<file path="config.mk">
export PLATFORM = sky130hd
export DESIGN_NAME = dmem_arbiter
export DESIGN_NICKNAME = d
export VERILOG_FILES = /design/src/rtl/dmem_arb_pkg.sv /design/src/rtl/dmem_rr_pick.sv /design/src/rtl/dmem_arbiter.sv
export SDC_FILE = /design/constraint.sdc
export NUM_CORES = 1
export LEC_CHECK = 0
export ABC_AREA = 1
export BUFFER_PORTS_ARGS = -buffer_cell sky130_fd_sc_hd__buf_2
export CELL_PAD_IN_SITES_DETAIL_PLACEMENT = 0
export CELL_PAD_IN_SITES_GLOBAL_PLACEMENT = 2
export CORE_UTILIZATION = 17
export CTS_CLUSTER_DIAMETER = 100
export DETAILED_ROUTE_END_ITERATION = 8
export GPL_TIMING_DRIVEN = 0
export PLACE_DENSITY = 0.81
export SYNTH_ARGS = -nofsm -noshare
export SYNTH_HDL_FRONTEND = slang
export SYNTH_SLANG_ARGS = --single-unit
</file>
<file path="constraint.sdc">
create_clock -name clk -period 1.7 [get_ports clk]
set_clock_uncertainty 0.05 [all_clocks]
set_input_delay 0.085 -clock clk [delete_from_list [all_inputs] [get_ports clk]]
set_output_delay 0.085 -clock clk [all_outputs]
set_load 0.05 [all_outputs]
</file>
<file path="src/rtl/dmem_arb_pkg.sv">
// dmem_arb_pkg: shared types and defaults for the data-memory arbiter.
// Holds FSM encoding, requester IDs and default geometry constants.
package dmem_arb_pkg;

  typedef enum logic {
    NORMAL = 1'b0,
    LOCKED = 1'b1
  } arb_state_e;

  typedef enum logic {
    CORE = 1'b0,
    DBG  = 1'b1
  } req_id_e;

  localparam int unsigned DEF_WORDS    = 64;
  localparam int unsigned DEF_MAX_LOCK = 16;

endpackage

</file>
<file path="src/rtl/dmem_rr_pick.sv">
// dmem_rr_pick: two-way round-robin picker.
// req[0]=core, req[1]=debug; last=ID of previous winner; gnt one-hot.
module dmem_rr_pick
  import dmem_arb_pkg::*;
(
  input  logic [1:0] req,
  input  logic       last,
  output logic [1:0] gnt
);

  // On contention the side that did not win last time goes first.
  assign gnt[0] = req[0] & (~req[1] | (last == DBG));
  assign gnt[1] = req[1] & (~req[0] | (last == CORE));

endmodule

</file>
<file path="src/rtl/dmem_arbiter.sv">
// dmem_arbiter: core/debug arbiter in front of a 1-cycle-latency memory.
// Ports: clk, reset, core c_*, debug d_* (with d_lock), memory m_*.
module dmem_arbiter
  import dmem_arb_pkg::*;
#(
  parameter int unsigned WORDS    = DEF_WORDS,
  parameter int unsigned MAX_LOCK = DEF_MAX_LOCK
) (
  input  logic        clk,
  input  logic        reset,
  input  logic        c_req,
  input  logic        c_we,
  input  logic [31:0] c_addr,
  input  logic [31:0] c_wdata,
  output logic        c_gnt,
  output logic        c_rvalid,
  output logic [31:0] c_rdata,
  input  logic        d_req,
  input  logic        d_we,
  input  logic        d_lock,
  input  logic [31:0] d_addr,
  input  logic [31:0] d_wdata,
  output logic        d_gnt,
  output logic        d_rvalid,
  output logic [31:0] d_rdata,
  output logic        m_we,
  output logic [31:0] m_addr,
  output logic [31:0] m_wdata,
  input  logic [31:0] m_rdata
);

  localparam int CW = $clog2(MAX_LOCK + 1);

  if (WORDS < 1 || MAX_LOCK < 1) begin : g_bad_param
    $error("dmem_arbiter: WORDS and MAX_LOCK must be >= 1");
  end

  arb_state_e  state_q;
  logic [CW-1:0] cnt_q;
  logic        last_q;
  logic        c_rv_q;
  logic        d_rv_q;
  logic [31:0] c_hold_q;
  logic [31:0] d_hold_q;

  logic [1:0]  rr_gnt;
  logic        force_c;
  logic        cg;
  logic        dg;

  dmem_rr_pick u_rr (
    .req  ({d_req, c_req}),
    .last (last_q),
    .gnt  (rr_gnt)
  );

  // Starved core gets one slot once debug has had MAX_LOCK grants.
  assign force_c = (state_q == LOCKED) && c_req &&
                   (cnt_q == CW'(MAX_LOCK));

  always_comb begin
    cg = 1'b0;
    dg = 1'b0;
    if (!reset) begin
      unique case (1'b1)
        (state_q == NORMAL): begin
          cg = rr_gnt[0];
          dg = rr_gnt[1];
        end
        force_c: cg = 1'b1;
        default: dg = d_req;
      endcase
    end
  end

  assign c_gnt   = cg;
  assign d_gnt   = dg;
  assign m_we    = (cg & c_we) | (dg & d_we);
  assign m_addr  = cg ? c_addr  : (dg ? d_addr  : 32'h0);
  assign m_wdata = cg ? c_wdata : (dg ? d_wdata : 32'h0);

  // Response is live memory data in the rvalid cycle, held after.
  assign c_rvalid = c_rv_q & ~reset;
  assign d_rvalid = d_rv_q & ~reset;
  assign c_rdata  = reset ? 32'h0 : (c_rv_q ? m_rdata : c_hold_q);
  assign d_rdata  = reset ? 32'h0 : (d_rv_q ? m_rdata : d_hold_q);

  always_ff @(posedge clk) begin
    if (reset) begin
      state_q  <= NORMAL;
      cnt_q    <= '0;
      last_q   <= DBG;
      c_rv_q   <= 1'b0;
      d_rv_q   <= 1'b0;
      c_hold_q <= 32'h0;
      d_hold_q <= 32'h0;
    end else begin
      c_rv_q <= cg & ~c_we;
      d_rv_q <= dg & ~d_we;
      if (c_rv_q) c_hold_q <= m_rdata;
      if (d_rv_q) d_hold_q <= m_rdata;
      if (cg) last_q <= CORE;
      else if (dg) last_q <= DBG;
      unique case (state_q)
        NORMAL: begin
          cnt_q <= '0;
          if (dg && d_lock) state_q <= LOCKED;
        end
        LOCKED: begin
          if (!d_lock) begin
            state_q <= NORMAL;
            cnt_q   <= '0;
          end else if (!c_req || force_c) begin
            cnt_q <= '0;
          end else if (dg) begin
            cnt_q <= cnt_q + CW'(1);
          end
        end
        default: state_q <= NORMAL;
      endcase
    end
  end

endmodule

</file>
==> flow_summary.yaml, run 1 <==
worst_hold_path:
  worstHoldStart: "m_rdata[5]"
  holdPathEnd: "c_hold_q[5]$_DFF_P_"
  min_path_cells: 3
  hold_class: "input pin to register"
clock_network:
  clockBufferDepth: 2
  htreeDepth: 3
  cts.sinks: 73
  clkTransAtPathRegs_ns: 0.06
  root_buffer: "clkbuf_16"
  insertion_delay_ns: 0.33
  cts_tree: "yes"
  cts_buffers: 9
global_routing:
  grt_pass1_vias: 4702
  grtUsageTotal_pct: 15.2
  grt_pass1_wl_mm: 25.8
  antenna_found_initial: 0
  grt_remaining_overflow: 0
  grt_max_degree: 13
floorplanning:
  rows: 51
  start_util_pct: 17.6
  io_pins: 300
  die-area_sq_mm: 0.0211
  core-area_sq_mm: 0.0198
  dieHeight_microns: 145
  chipWidth_microns: 145
timing:
  period_share_pct: 124
  clock.fmax_mhz: 475
  fin_crit_ns: 2.11
  slew_headroom_pct: 72.3
  drv_slew: 0
  timing.hold.ws_ns: 0.00417
  final-setup-viol-count: 71
  rsz0062_at_grt: "yes"
  hold_viol: 0
  setup_ws_ns: -0.406
  worst_pin_slew_ns: 0.416
final_layout:
  syn_to_final_growth_pct: 130
  instances_no_fill: 1194
  drive_gt1_share_pct: 61.7
  antenna_cells: 0
  nets: 1093
setup_path:
  path_max_fanout: 5
  endpoint_kind: "output pin"
  reg2reg_to: "state_q$_SDFF_PP0_"
  rr_worst_depth: 15
  critical_path_arrival_ns: 1.97
  r2r_setup_slack_ns: -0.16
  criticalPathCategory: "register to output pin"
  critPathLaunchType: "register"
  worstReg2RegStart: "cnt_q[1]$_SDFFE_PP0P_"
  critPathRequiredTime_ns: 1.56
route:
  wl_mm: 17.3
  drt_first_pass_iters: 4
  first_iter_violations: 96
  vias: 4779
  wire_per_inst_microns: 14.5
  vias_per_cell: 4.00
  drcViolationCount: 0
  final_antenna_net_count: 0
placed_design:
  dpl.hpwl_mm: 12.3
  routabilityCongestion: 0.743
  portBuffers: 298
  dp_cells: 1123
logic_synthesis:
  syn-num-nets: 729
  syn_avg_cell_area_sq_um: 6.22
  ys_ff_latch: 73
  synth_enable_flop_cells: 0
  synth_top_area_cell: "dfxtp_1"
  synth_area_sq_mm: 0.00348
  synthTopCellsByArea: "dfxtp_1 42%, nand2_1 23%, nor2_1 15%"
  synth_top_area_share_pct: 42.0
  yosysWarnings: 0
  synthCells: 560
  ys_seq_area_share_pct: 42.0
  synthArstFlopShare_pct: 0
  ys.flop_type: "dfxtp_1"
  synth_most_common_cell: "nand2_1"
  yosys-top-cells-count: "212 x nand2_1, 142 x nor2_1, 73 x dfxtp_1, 65 x o21ai_0, 18 x clkbuf_1"
  synth_cell_type_count: 21
outcome:
  violations: "setup timing"
  outcome: "finished with violations"
flow_run:
  drv_cap: 0
power:
  power_density_mw_per_mm2: 737
  static-leakage-power_nw: 4.03
  p_total_w: 0.00590
  ir_worst_vdd_mv: 0.479
## area by class of cell
type	instances	area [sq um]
fill	2045	11800
timing repair buffer	353	3020
multi-input combinational	434	2440
sequential	73	1470
buffer	34	353
tap	265	332
clock buffer	12	256
inverter	19	78.8
clock inverter	4	51.3
## cells in the final DEF (no fill, tap or decap), types with 3 or more instances in the layout
cell type and instances:
o21ai_0 65, inv_1 11, buf_2 180, buf_6 6, nand3_1 3, clkbuf_2 3, clkbuf_16 17, clkbuf_4 25
clkbuf_8 3, dfxtp_2 4, buf_4 49, nand2_4 40, nand2_1 86, nor2_2 59, dlygate4sd3_1 29, inv_2 6
buf_8 79, buf_12 4, nand2_2 87, dfxtp_1 69, nor2_1 83
## metrics by stage
stage          worst slack [ns]  instance area, sq um  setup TNS, ns  utilization [%]
2_1_floorplan           -0.0518                  3830         -0.237                -
3_3_place_gp             -0.472                  5660         -29.98             28.6
3_5_place_dp             -0.485                  5660         -30.72             28.6
4_1_cts                  -0.441                  7460         -27.48             37.7
5_1_grt                  -0.512                  8000         -33.76             40.4
6_report                 -0.406                  8000         -25.29             40.4
## worst max-delay path by stage
stage	start	endpoint	slack, ns	depth (start not counted)
after floorplan	cnt_q[0]$_SDFFE_PP0P_	m_wdata[22]	-0.05	12
after global placement	cnt_q[0]$_SDFFE_PP0P_	m_addr[21]	-0.47	13
after detailed placement	cnt_q[1]$_SDFFE_PP0P_	m_wdata[6]	-0.49	13
after CTS	cnt_q[0]$_SDFFE_PP0P_	m_wdata[8]	-0.44	15
after global routing	cnt_q[1]$_SDFFE_PP0P_	m_wdata[6]	-0.51	15
final	cnt_q[1]$_SDFFE_PP0P_	m_wdata[2]	-0.41	15
## power by group
part           leakage [nW]  internal (W)  total, W  switching [W]
sequential            0.597       0.00179   0.00181      0.0000197
clock                 0.149       0.00122   0.00195       0.000737
combinational          3.28      0.000864   0.00214        0.00127
total                  4.03       0.00387   0.00590        0.00203
## flip-flops by register name (all words and copies together) (netlist names)
register  count
state_q       1
cnt_q         5
d_hold_q     32
c_hold_q     32
last_q        1
c_rv_q        1
d_rv_q        1
## critical path, cell delays in order (launching register included)
cell and delay [ns]:
dfxtp_2 0.32, inv_2 0.07, ha_4 0.14, nand2_2 0.04, inv_2 0.05, nand2_2 0.06, nor2_4 0.10, inv_2 0.05
nand2_2 0.07, nand2_4 0.07, inv_8 0.08, buf_12 0.14, clkbuf_16 0.16, nand2_2 0.05, nand2_2 0.07, buf_8 0.14
## cell families (layout without fill, tap and decap cells)
logic type                 after synthesis  after routing  share of synthesized area, %
and+or+nand+nor                        363            363                          40.0
AOI/OAI and AO/OA                       69             69                          9.99
adders and majority gates                2              2                         0.719
DFF                                     73             73                          42.0
buffers and inverters                   53            422                          7.26
## metal layers
metal / share of wire, % / global-route usage, % / vias to the layer above
met5: 0 / 0 / -
met4: 1.3 / 3.00 / 0
met3: 7.7 / 4.65 / 18
met2: 51 / 27.6 / 200
met1: 40 / 17.6 / 2113
li1: - / - / 2448
## what timing repair did
action	4_1_cts	5_1_grt
setup endpoints to repair	133	132
pin swaps	18	30
gates cloned	4	8
hold buffers	29	0
buffers inserted	10	4
hold endpoints to repair	46	0
gates resized for setup	340	108
(Power assumes the default switching activity.)
==> run 2: changes to the inputs <==
--- a/config.mk
+++ b/config.mk
@@ -9,11 +9,13 @@
 export BUFFER_PORTS_ARGS = -buffer_cell sky130_fd_sc_hd__buf_2
 export CELL_PAD_IN_SITES_DETAIL_PLACEMENT = 0
 export CELL_PAD_IN_SITES_GLOBAL_PLACEMENT = 2
-export CORE_UTILIZATION = 17
+export CORE_MARGIN = 4
+export CORE_UTILIZATION = 18
 export CTS_CLUSTER_DIAMETER = 100
 export DETAILED_ROUTE_END_ITERATION = 8
 export GPL_TIMING_DRIVEN = 0
 export PLACE_DENSITY = 0.81
 export SYNTH_ARGS = -nofsm -noshare
 export SYNTH_HDL_FRONTEND = slang
+export SYNTH_HIERARCHICAL = 1
 export SYNTH_SLANG_ARGS = --single-unit
==> flow_summary.yaml, run 2 <==
clock_network:
  cts_buffers: 9
  clockBufferDepth: 2
  clkTransAtPathRegs_ns: 0.06
  cts.sinks: 73
  htreeDepth: 3
  root_buffer: "clkbuf_16"
  cts_tree: "yes"
  insertion_delay_ns: 0.32
route:
  vias: 5032
  wl_mm: 19.6
  vias_per_cell: 4.18
  first_iter_violations: 102
  drt_first_pass_iters: 4
  final_antenna_net_count: 0
  drcViolationCount: 0
  wire_per_inst_microns: 16.3
floorplanning:
  dieHeight_microns: 152
  rows: 52
  die-area_sq_mm: 0.0230
  io_pins: 300
  chipWidth_microns: 152
  start_util_pct: 18.3
  core-area_sq_mm: 0.0203
global_routing:
  grtUsageTotal_pct: 15.6
  grt_pass1_wl_mm: 27.9
  grt_pass1_vias: 4990
  antenna_found_initial: 2
  grt_remaining_overflow: 0
  grt_max_degree: 13
timing:
  setup_ws_ns: -0.425
  fin_crit_ns: 2.12
  hold_viol: 0
  clock.fmax_mhz: 471
  drv_slew: 0
  slew_headroom_pct: 55.4
  setup_tns_ns: -24.88
  rsz0062_at_grt: "yes"
  worst_pin_slew_ns: 0.665
  period_share_pct: 125
  final-setup-viol-count: 68
  timing.hold.ws_ns: 0.0149
final_layout:
  nets: 1098
  syn_to_final_growth_pct: 129
  final_common_cell: "buf_2"
  top_regs: "c_hold_q: 32 flops, d_hold_q: 32 flops, cnt_q: 5 flops"
  final_cell_mix: "173 x buf_2, 84 x nor2_1, 73 x buf_4, 69 x dfxtp_1, 65 x o21ai_0"
  fin_util_pct: 41.8
  drive_gt1_share_pct: 65.1
setup_path:
  critPathLaunchType: "register"
  path_max_fanout: 7
  critical_path_arrival_ns: 1.99
  critical_path.max_stage_delay_ns: 0.32
  critical_path.top_delay_family: "buffers and inverters"
  endpoint_kind: "output pin"
  criticalPathCategory: "register to output pin"
  critical-path-slowest-cell: "dfxtp_2"
  critPathRequiredTime_ns: 1.56
  critPathBufInv: 6
  crit_chain: "inv_2 > ha_4 > inv_2 > nor2_4 > nand3_2 > nand2_2 > nand2_4 > nand2_4 > inv_8 > buf_12 > clkbuf_16 > nand3_2 > nand2_2 > buf_6"
power:
  p_comb_share_pct: 39.8
  power_switching_w: 0.00221
  p_total_w: 0.00614
  ir_worst_vdd_mv: 0.519
  seq_power_share_pct: 29.6
  power_frac_clock_pct: 30.6
  static-leakage-power_nw: 3.99
  p_int_w: 0.00393
  power_density_mw_per_mm2: 723
  p_sw_share_pct: 36.0
logic_synthesis:
  ys_seq_area_share_pct: 39.3
  synth_area_sq_mm: 0.00372
  yosys-top-cells-count: "144 x nand2_1, 144 x nor2_1, 73 x dfxtp_1, 66 x o21ai_0, 57 x nand3_1"
  synth_enable_flop_cells: 0
  synth_top_area_share_pct: 39.3
  synth_top_area_cell: "dfxtp_1"
  syn_avg_cell_area_sq_um: 6.50
  yosysWarnings: 6
  ys_ff_latch: 73
  synth_cell_type_count: 24
  synthCells: 572
  syn-num-nets: 741
  synthTopCellsByArea: "dfxtp_1 39%, nand2_1 15%, nor2_1 15%"
  synthArstFlopShare_pct: 0
  ys.flop_type: "dfxtp_1"
worst_hold_path:
  hold_class: "input pin to register"
placed_design:
  dpl.hpwl_mm: 14.9
  routabilityCongestion: 0.765
  portBuffers: 299
  place_ws_ns: -0.517
flow_run:
  drv_cap: 0
outcome:
  outcome: "finished with violations"
  violations: "setup timing"
## run 2: cell count changes after synthesis, moves of 4 or more
cell	previous run	this run
buf_2	10	6
nand3_2	0	11
nand2_1	212	144
buf_1	0	8
nand3_1	3	57
clkbuf_1	18	13
buf_6	5	10
## run 2: area by class of cell
class	instances	area [sq um]
Fill cell	2100	11800
Timing Repair Buffer	347	2930
Multi-Input combinational cell	437	2930
Sequential cell	73	1470
Buffer	39	437
Tap cell	270	338
Clock buffer	11	243
Inverter	22	95.1
Clock inverter	4	53.8
Antenna cell	1	2.50
## run 2: kinds of logic after synthesis
| group | after synthesis | share of synthesized area, % |
|---|---|---|
| compound gates | 71 | 9.90 |
| flops | 73 | 39.3 |
| buf+inv | 62 | 8.79 |
| simple gates | 364 | 41.3 |
| fa+ha+maj | 2 | 0.673 |
## run 2: final timing paths
check	start	end	slack, ns	cells after the start
min reg2reg	d_hold_q[7]$_DFF_P_	d_hold_q[7]$_DFF_P_	0.46	2
min	m_rdata[12]	d_hold_q[12]$_DFF_P_	0.01	3
max reg2reg	cnt_q[0]$_SDFFE_PP0P_	cnt_q[0]$_SDFFE_PP0P_	-0.05	8
max	cnt_q[0]$_SDFFE_PP0P_	m_wdata[19]	-0.42	14
## run 2: stage by stage
| stage | instances | instance area (sq um) |
|---|---|---|
| 3_3_place_gp | 1141 | 5940 |
| 4_1_cts | 1199 | 7940 |
| 3_5_place_dp | 1141 | 5940 |
| 2_1_floorplan | 572 | 4110 |
| 5_1_grt | 1204 | 8490 |
| 6_report | 1204 | 8490 |
## run 2: repair_timing
action | CTS | global route
setup buffers | 13 | 4
pin swaps | 21 | 13
resized for setup | 382 | 134
endpoints found under the hold margin | 37 | 0
hold buffers | 26 | 0
endpoints found under the setup margin | 135 | 134
gates cloned | 5 | 3
## run 2: power groups by stage
| stage | clock, W | sequential [W] | combinational, W |
|---|---|---|---|
| finish | 0.00188 | 0.00182 | 0.00244 |
| global placement | 0 | 0.00185 | 0.00174 |
| global route | 0.00202 | 0.00183 | 0.00257 |
| CTS | 0.00195 | 0.00182 | 0.00230 |
| detailed placement | 0 | 0.00186 | 0.00174 |
| floorplan | 0 | 0.00185 | 0.00119 |
## run 2: worst min-delay path, cell delays in order
cell,delay [ns]
buf_2,0.10
nor2_1,0.05
nor2_2,0.11
## run 2: metal layers
metal / up-vias / global-route usage (%) / share of wire (%)
li1: 2539 / - / -
met4: 2 / 4.81 / 2.1
met2: 195 / 27.4 / 49
met3: 16 / 5.32 / 9.6
met1: 2280 / 17.7 / 39
met5: - / 0 / 0.066
==> run 3: changes to the inputs <==
--- a/config.mk
+++ b/config.mk
@@ -14,7 +14,7 @@
 export CTS_CLUSTER_DIAMETER = 100
 export DETAILED_ROUTE_END_ITERATION = 8
 export GPL_TIMING_DRIVEN = 0
-export PLACE_DENSITY = 0.81
+export PLACE_DENSITY_LB_ADDON = 0.1
 export SYNTH_ARGS = -nofsm -noshare
 export SYNTH_HDL_FRONTEND = slang
 export SYNTH_HIERARCHICAL = 1
==> flow_summary.yaml, run 3 (synthesis results as in run 2) <==
outcome:
  outcome: "finished with violations"
  violations: "setup timing"
setup_path:
  path_max_fanout: 5
  r2r_setup_slack_ns: -0.09
  critPathLaunchType: "register"
  cp.depth: 14
  criticalPathCategory: "register to output pin"
  critical_path.top_delay_family: "simple AND/OR/NAND/NOR gates"
  worstReg2RegStart: "cnt_q[0]$_SDFFE_PP0P_"
  endpoint_kind: "output pin"
  worstSetupStartpoint: "cnt_q[0]$_SDFFE_PP0P_"
  critical-path-slowest-cell: "dfxtp_2"
  critical_path_arrival_ns: 1.97
  crit_chain: "inv_2 > ha_4 > inv_2 > nor2_4 > nand3_2 > nand2_2 > nand2_4 > nand2_4 > inv_8 > buf_12 > clkbuf_16 > nand3_2 > nand2_2 > buf_8"
  rr_worst_depth: 8
  critPathBufInv: 6
  endpoint: "m_wdata[12]"
  critPathRequiredTime_ns: 1.56
  critical_path.max_stage_delay_ns: 0.32
  reg2reg_to: "cnt_q[0]$_SDFFE_PP0P_"
final_layout:
  fillCellCount: 2093
  syn_to_final_growth_pct: 137
  final_cell_mix: "177 x buf_2, 85 x nor2_1, 80 x nand2_2, 72 x buf_8, 69 x dfxtp_1"
  final_common_cell: "buf_2"
  seq_area_sq_mm: 0.00147
  nets: 1118
  top_regs: "c_hold_q: 32 flops, d_hold_q: 32 flops, cnt_q: 5 flops"
  instances_no_fill: 1230
  multi_input_area_sq_mm: 0.00297
  drive_gt1_share_pct: 67.7
route:
  final_antenna_net_count: 0
  vias: 5163
  drt_first_pass_iters: 4
  wire_per_inst_microns: 16.5
  first_iter_violations: 90
  wl_mm: 20.3
  drcViolationCount: 0
  vias_per_cell: 4.20
power:
  p_comb_share_pct: 38.2
  seq_power_share_pct: 27.9
  ir_worst_vdd_mv: 0.575
  p_int_w: 0.00427
  power_frac_clock_pct: 33.9
  power_density_mw_per_mm2: 739
  static-leakage-power_nw: 4.20
  power_switching_w: 0.00225
  p_sw_share_pct: 34.5
timing:
  clock.fmax_mhz: 474
  drv_slew: 0
  slew_headroom_pct: 53.6
  period_share_pct: 124
  final-setup-viol-count: 68
  setup_ws_ns: -0.408
  fin_crit_ns: 2.11
  worst_pin_slew_ns: 0.692
  hold_viol: 0
  rsz0062_at_grt: "yes"
  setup_tns_ns: -24.13
floorplanning:
  rows: 52
  io_pins: 300
  dieHeight_microns: 152
  core-area_sq_mm: 0.0203
  die-area_sq_mm: 0.0230
  start_util_pct: 18.3
  chipWidth_microns: 152
clock_network:
  clockBufferDepth: 2
  cts_buffers: 9
  clkTransAtPathRegs_ns: 0.06
  cts_tree: "yes"
  htreeDepth: 3
  cts.sinks: 73
  insertion_delay_ns: 0.32
  root_buffer: "clkbuf_16"
worst_hold_path:
  worstHoldStart: "m_rdata[10]"
  hold_class: "input pin to register"
global_routing:
  antenna_found_initial: 7
  grt_pass1_wl_mm: 28.7
  grtUsageTotal_pct: 16.2
  grt_remaining_overflow: 0
  grt_max_degree: 14
  grt_pass1_vias: 5183
flow_run:
  drv_cap: 0
placed_design:
  routabilityCongestion: 0.759
  dpl.hpwl_mm: 15.4
  dp_cells: 1141
  portBuffers: 299
run 3: final cells by class:
type | count | area share, %
clock buffer | 10 | 2.71
antenna | 6 | 0.170
timing repair buffer | 367 | 35.7
sequential | 73 | 16.6
tap | 270 | 3.83
clock inverter | 6 | 1.28
inverter | 22 | 1.11
buffer | 39 | 4.86
multi-input combinational | 437 | 33.7
run 3: worst min-delay path, cell delays in order:
cell and delay (ns):
buf_2 0.09, nor2_1 0.05, nor2_2 0.12
run 3: worst min-delay path by stage:
stage,to,slack (ns),depth (start not counted)
floorplan,c_rv_q$_SDFF_PP0_,0.11,1
global placement,d_rv_q$_SDFF_PP0_,0.22,2
detailed placement,d_rv_q$_SDFF_PP0_,0.22,2
CTS,c_hold_q[10]$_DFF_P_,0.0008,3
global route,c_hold_q[10]$_DFF_P_,0.03,3
finish,c_hold_q[10]$_DFF_P_,0.02,3
run 3: power by group through the flow:
stage / Clock [W] / Sequential, W / Combinational, W
floorplan: 0 / 0.00185 / 0.00119
global placement: 0 / 0.00185 / 0.00173
detailed placement: 0 / 0.00185 / 0.00174
CTS: 0.00228 / 0.00182 / 0.00236
global route: 0.00235 / 0.00182 / 0.00262
finish: 0.00221 / 0.00182 / 0.00249
run 3: per-layer routing:
layer	GRT usage, %	vias up	wire length, microns
met5	0	-	27
met3	5.83	25	2030
met2	30.4	195	10600
met4	5.17	4	449
li1	-	2591	-
met1	16.6	2348	7170
run 3: timing repair:
action                                  CTS  global route
setup buffers                            20             7
hold endpoints to repair                 52             0
pin swaps                                36            46
gates resized for setup                 398           126
endpoints found under the setup margin  132           127
gates cloned                             10             6
hold buffers                             32             0
run 3: stage by stage:
step | util [%] | hold slack, ns | area (sq um) | total power [W] | worst slack, ns
floorplan | - | 0.107 | 4110 | 0.00303 | -0.0146
global placement | 29.3 | 0.222 | 5940 | 0.00358 | -0.493
detailed placement | 29.3 | 0.219 | 5940 | 0.00359 | -0.509
CTS | 40.7 | 0.000812 | 8250 | 0.00646 | -0.484
global route | 43.4 | 0.0314 | 8820 | 0.00679 | -0.521
finish | 43.5 | 0.0161 | 8820 | 0.00652 | -0.408
